$ cat src/rtl/jfpjc_pkg.sv
// jfpjc_pkg: shared FSM encoding and constants for the JPEG strip pipeline
package jfpjc_pkg;
  localparam int BLOCK_DIM = 8;
  localparam int EBR_ADDR_W = 9;
  localparam int DEF_NUM_BLOCKS = 5;
  localparam int DEF_STRIPS_PER_FRAME = 30;
  typedef enum logic [1:0] {IDLE, ISSUE, WAIT_BLOCK, FINISH} sched_state_t;
endpackage

$ cat src/rtl/jpeg_strip_scheduler_strip_counter.sv
// strip_counter: modulo-MOD counter with synchronous clear and increment
module strip_counter #(
  parameter int MOD = 30,
  parameter int W = 5
) (
  input  logic         clock,
  input  logic         nreset,
  input  logic         i_clr,
  input  logic         i_inc,
  output logic [W-1:0] o_count
);
  logic [W-1:0] r_count;
  // clear wins, but an increment in the same cycle consumes the cleared value 0
  always_ff @(posedge clock or negedge nreset)
    if (!nreset) r_count <= '0;
    else if (i_clr) r_count <= (i_inc && MOD > 1) ? W'(1) : '0;
    else if (i_inc) r_count <= (r_count == W'(MOD - 1)) ? '0 : r_count + 1'b1;
  assign o_count = r_count;
endmodule

$ cat src/rtl/jpeg_strip_scheduler.sv
// jpeg_strip_scheduler: ping-pong strip ownership and per-block compressor sequencing; JFPJC_SCHED_STATS_EN adds drop/frame counters
module jpeg_strip_scheduler
  import jfpjc_pkg::*;
#(
  parameter int NUM_BLOCKS = DEF_NUM_BLOCKS,
  parameter int STRIPS_PER_FRAME = DEF_STRIPS_PER_FRAME,
  parameter int IDX_W = 5
) (
  input  logic             clock,
  input  logic             nreset,
  input  logic             ing_frame_start,
  input  logic             ing_strip_done,
  output logic             frontbuffer_select,
  output logic             cmp_block_start,
  output logic [2:0]       cmp_block_sel,
  input  logic             cmp_block_done,
  output logic [IDX_W-1:0] strip_index,
  output logic             frame_done,
  output logic             busy,
  output logic             overrun
`ifdef JFPJC_SCHED_STATS_EN
  ,
  output logic [7:0]       dropped_strips,
  output logic [7:0]       frame_count
`endif
);
  sched_state_t     r_state;
  logic             r_fb, r_start, r_fd, r_busy, r_ovr;
  logic [2:0]       r_sel;
  logic [IDX_W-1:0] r_idx;
  logic [IDX_W-1:0] w_count;
  logic [IDX_W-1:0] w_next_idx;
  logic             w_drop;
  strip_counter #(.MOD(STRIPS_PER_FRAME), .W(IDX_W)) u_wr_cnt (
    .clock  (clock),
    .nreset (nreset),
    .i_clr  (ing_frame_start),
    .i_inc  (ing_strip_done),
    .o_count(w_count)
  );
  assign w_next_idx = ing_frame_start ? '0 : w_count;
  assign w_drop = ing_strip_done && r_state != IDLE;
  // strip handoff, block issue/wait sequencing and sticky overrun
  always_ff @(posedge clock or negedge nreset)
    if (!nreset) begin
      r_state <= IDLE;
      r_fb    <= 1'b0;
      r_start <= 1'b0;
      r_sel   <= '0;
      r_idx   <= '0;
      r_fd    <= 1'b0;
      r_busy  <= 1'b0;
      r_ovr   <= 1'b0;
    end else begin
      r_start <= 1'b0;
      r_fd    <= 1'b0;
      if (w_drop) r_ovr <= 1'b1;
      case (r_state)
        IDLE: if (ing_strip_done) begin
          r_fb    <= ~r_fb;
          r_idx   <= w_next_idx;
          r_sel   <= '0;
          r_busy  <= 1'b1;
          r_state <= ISSUE;
        end
        ISSUE: begin
          r_start <= 1'b1;
          r_state <= WAIT_BLOCK;
        end
        WAIT_BLOCK: if (cmp_block_done) begin
          if (r_sel < 3'(NUM_BLOCKS - 1)) begin
            r_sel   <= r_sel + 1'b1;
            r_state <= ISSUE;
          end else begin
            r_busy  <= 1'b0;
            r_fd    <= r_idx == IDX_W'(STRIPS_PER_FRAME - 1);
            r_state <= FINISH;
          end
        end
        default: r_state <= IDLE;
      endcase
    end
  assign frontbuffer_select = r_fb;
  assign cmp_block_start    = r_start;
  assign cmp_block_sel      = r_sel;
  assign strip_index        = r_idx;
  assign frame_done         = r_fd;
  assign busy               = r_busy;
  assign overrun            = r_ovr;
`ifdef JFPJC_SCHED_STATS_EN
  logic [7:0] r_drops, r_frames;
  // saturating overrun count and wrapping count of completed frames
  always_ff @(posedge clock or negedge nreset)
    if (!nreset) begin
      r_drops  <= '0;
      r_frames <= '0;
    end else begin
      if (w_drop && r_drops != 8'hFF) r_drops <= r_drops + 1'b1;
      if (r_fd) r_frames <= r_frames + 1'b1;
    end
  assign dropped_strips = r_drops;
  assign frame_count    = r_frames;
`endif
endmodule

$ cat config.mk
export PLATFORM = sky130hd
export DESIGN_NAME = jpeg_strip_scheduler
export DESIGN_NICKNAME = d
export VERILOG_FILES = /design/src/rtl/jfpjc_pkg.sv /design/src/rtl/jpeg_strip_scheduler_strip_counter.sv /design/src/rtl/jpeg_strip_scheduler.sv
export SDC_FILE = /design/constraint.sdc
export NUM_CORES = 1
export LEC_CHECK = 0
export CAP_MARGIN = 20
export CELL_PAD_IN_SITES_DETAIL_PLACEMENT = 2
export CELL_PAD_IN_SITES_GLOBAL_PLACEMENT = 2
export CORE_UTILIZATION = 29
export CTS_CLUSTER_DIAMETER = 80
export DETAILED_ROUTE_END_ITERATION = 12
export PLACE_DENSITY_LB_ADDON = 0.12
export SYNTH_ARGS = -nofsm -noshare
export SYNTH_HDL_FRONTEND = slang
export SYNTH_HIERARCHICAL = 1
export SYNTH_SLANG_ARGS = --single-unit
$ cat constraint.sdc
create_clock -name clock -period 1.17 [get_ports clock]
set_input_delay 0.234 -clock clock [delete_from_list [all_inputs] [get_ports clock]]
set_output_delay 0.234 -clock clock [all_outputs]
set_load 0.1 [all_outputs]
==> results.ini, run 1 <==
[synth]
synth.cells.most_frequent = 20 x dfrtp_1, 8 x nand2b_1, 8 x o21ai_0
ys_ff_latch = 20
synth_edf_count = 0
synth_flop_cell = dfrtp_1
synth.most_common_cell = dfrtp_1
syn_inst = 96
yosysUniqueCellTypes = 30
avgSynthCellArea_um2 = 10.3
syn-cell-area_um2 = 993
ys_top_cells_by_area = dfrtp_1 50%, nand2b_1 5.0%, o21ai_0 4.0%, ha_1 3.8%, o21ai_2 3.5%
yosys.area.top_type = dfrtp_1
seq_area_frac_synth_pct = 50.4
synth.top_cell.area_share_pct = 50.4
synth_nets = 104
ys_warn_count = 6
async_reset_ff_share_pct = 100

[die]
row_count = 20
die_height_um = 60.5
pin_count = 18
start_util_pct = 31.5
fp.dieW_um = 60.5

[global_route]
grt_max_degree = 21
antenna_found_initial = 0

[run_status]
lastStage = global routing
status = did not finish
error = [ERROR DPL-0033] detailed placement checks failed during check placement.

[clock_network]
numClockSinks = 20
htreeDepth = 1
cts-buffers-inserted = 3
cts_hold_buf = 0
root_buffer = clkbuf_4
clk_path_buf_depth = 2

[place]
portBuffers = 17
place.gp.congestion = 0.709
hpwl_um = 2270
place_area_um2 = 1490

[sta]
worstEndpointGrtRepair = cmp_block_sel[1]$_DFFE_PN0P_/D
worstEpCategory = sequential cell input

cells by family after synthesis:
kind of cell,count (synthesis),synth area share [%]
AND/OR/NAND/NOR,40,23.9
AO/OA/AOI/OAI,23,14.0
flip-flops,20,50.4
buffers and inverters,7,4.28
adder cells (fa/ha/maj),3,3.78
multiplexers,2,2.02
XOR/XNOR,1,1.64
through the flow:
stage                     instances  utilization (%)  setup WS, ns  TNS [ns]
after detailed placement        169             47.3        -0.399     -5.44
after floorplan                  96                -        -0.183    -0.621
after CTS                       191             56.2        -0.187    -0.978
after global placement          169             47.3        -0.340     -3.95
what timing repair did:
action / CTS
resized for setup: 25
pin swaps: 11
gates cloned: 1
setup endpoints to repair: 25
setup buffers: 17
==> run 2, diff against run 1 <==
- CELL_PAD_IN_SITES_DETAIL_PLACEMENT: 2 -> unset
- CELL_PAD_IN_SITES_GLOBAL_PLACEMENT: 2 -> unset
- CORE_AREA: unset -> 2 2 63 65
- CORE_UTILIZATION: 29 -> unset
- CTS_CLUSTER_DIAMETER: 80 -> unset
- DIE_AREA: unset -> 0 0 65 67
- PLACE_DENSITY_LB_ADDON: 0.12 -> 0.15
- clock period: 1.17 -> 1.5 ns (I/O delays scaled with it)
==> results.ini, run 2 <==
[clock_network]
htreeDepth = 1
root_buffer = clkbuf_8
cts-buffers-inserted = 3
post-cts-setup-buffer-count = 0
clk_pin_slew_worst_paths_ns = 0.07
cts_hold_buf = 0
numClockSinks = 20
cts.repair.resized = 0
cts_tree = yes
clkLatencyLatePin_ns = 0.25
clk_path_buf_depth = 2

[synth]
seq_area_frac_synth_pct = 50.4
synth_flop_cell = dfrtp_1
avgSynthCellArea_um2 = 10.3
synth_nets = 104
yosysUniqueCellTypes = 30
synth.top_cell.area_share_pct = 50.4
ys_warn_count = 6
syn-cell-area_um2 = 993
yosys.area.top_type = dfrtp_1
ys_ff_latch = 20
ys_top_cells_by_area = dfrtp_1 50%, nand2b_1 5.0%, o21ai_0 4.0%, ha_1 3.8%, o21ai_2 3.5%
synth.cells.most_frequent = 20 x dfrtp_1, 8 x nand2b_1, 8 x o21ai_0
synth_edf_count = 0
synth.most_common_cell = dfrtp_1
async_reset_ff_share_pct = 100
syn_inst = 96

[global_route]
grt_pass1_vias = 805
overflow = 0
antenna_found_initial = 0
grt_pass1_wl_um = 3650
grt_max_degree = 21
grt_usage_pct = 10.9

[routing]
firstDrtPassIters = 3
vias = 755
antenna_left = 0
wl_per_cell_um = 12.1
vias_per_cell = 4.49
wl_um = 2040
drc = 0
drt_iter0_markers = 16

[sta]
holdWs_ns = 0.388
max_clock_freq_mhz = 766
max_slew_margin_pct = 78.1
skew_ns = 0.00151
finalWorstPathRequiredPeriod_ns = 1.31
hold_viol_final = 0
worst_pin_slew_ns = 0.327
finalSetupViolations = 0
period_share_pct = 87.1
drv_slew = 0
layout_setup_ws_ns = 0.194
rsz0062_at_grt = false

[pwr]
power.total_w = 0.00253
vdd_drop_max_uv = 423
p_leak_nw = 0.597
power_density_nw_per_um2 = 1770

[place]
portBuffers = 17
place.gp.congestion = 0.747
pre_cts_slack_ns = -0.0422
hpwl_um = 1570
place_inst = 164

[critical_path]
timing.reg2reg.setup_slack_ns = 0.19
crit_type = reg -> reg
crit_arrival_ns = 1.47
end_kind = register
cp.required_ns = 1.67
crit_fanout = 5
cp-start-kind = register

[die]
dieArea_um2 = 4360
pin_count = 18
core_um2 = 3610
fp.dieW_um = 65
die_height_um = 67
start_util_pct = 27.6
row_count = 22

[finish]
multi_input_area_um2 = 450
seqCellArea_um2 = 504
final_cell_mix = 17 x dfrtp_1, 13 x buf_12, 8 x nand2b_1, 8 x o21ai_0
nFillCells = 350
drive_above_1_share_pct = 28.3
synthToLayoutAreaGrowth_pct = 44.0
instances_no_fill = 168
antenna_cells = 0
final_util_pct = 39.7
layout_commonest_cell = dfrtp_1
nets = 129

[worst_hold_path]
hp-class = in -> async

[job]
maxCapViolCount = 0

[run_status]
status = finished, final reports clean

-- run 2: cell counts after synthesis --
Identical to the previous run, type by type.
-- run 2: worst max-delay path, stage by stage (launching register included) --
cell      delay [ns]
dfrtp_2         0.45
ha_1            0.28
nor4bb_1        0.27
a21oi_1         0.06
o21ai_0         0.16
-- run 2: layout make-up --
class / count / share of cell area [%]
inverter: 4 / 1.05
tap: 48 / 4.20
timing repair buffer: 23 / 24.1
clock buffer: 4 / 3.85
multi-input combinational: 69 / 31.5
sequential: 20 / 35.3
-- run 2: final timing paths --
check	from	end	depth (start not counted)
worst min-delay path	nreset	r_state[1]	2
worst max-delay path	cmp_block_sel[0]	cmp_block_sel[1]	4
max in group asynchronous	nreset	cmp_block_sel[2]	2
worst min register to register	overrun	overrun	1
min in group clock	overrun	overrun	1
worst max register to register	cmp_block_sel[0]	cmp_block_sel[1]	4
-- run 2: cells by family after synthesis --
family          count (synthesis)  share of synthesized area (%)
compound gates                 23                           14.0
simple gates                   40                           23.9
fa+ha+maj                       3                           3.78
mux                             2                           2.02
xor+xnor                        1                           1.64
flops                          20                           50.4
buf+inv                         7                           4.28
-- run 2: layer usage --
| layer | vias up | GRT usage [%] | wire (um) |
|---|---|---|---|
| met3 | 2 | 2.03 | 90 |
| li1 | 382 | - | - |
| met4 | 0 | 3.99 | 14 |
| met5 | - | 0 | 0 |
| met2 | 12 | 19.3 | 1030 |
| met1 | 359 | 13.0 | 898 |
-- run 2: through the flow --
step | instance area, um2 | setup TNS (ns)
finish | 1430 | 0
global route | 1430 | 0
CTS | 1430 | 0
detailed placement | 1380 | -0.238
global placement | 1380 | -0.326
floorplan | 997 | 0
-- run 2: report_power, final --
part	internal, W	switching [W]
Sequential	0.000657	0.000163
Clock	0.000233	0.000171
Combinational	0.000483	0.000824
Total	0.00137	0.00116
Power figures use the tool's default switching activity.
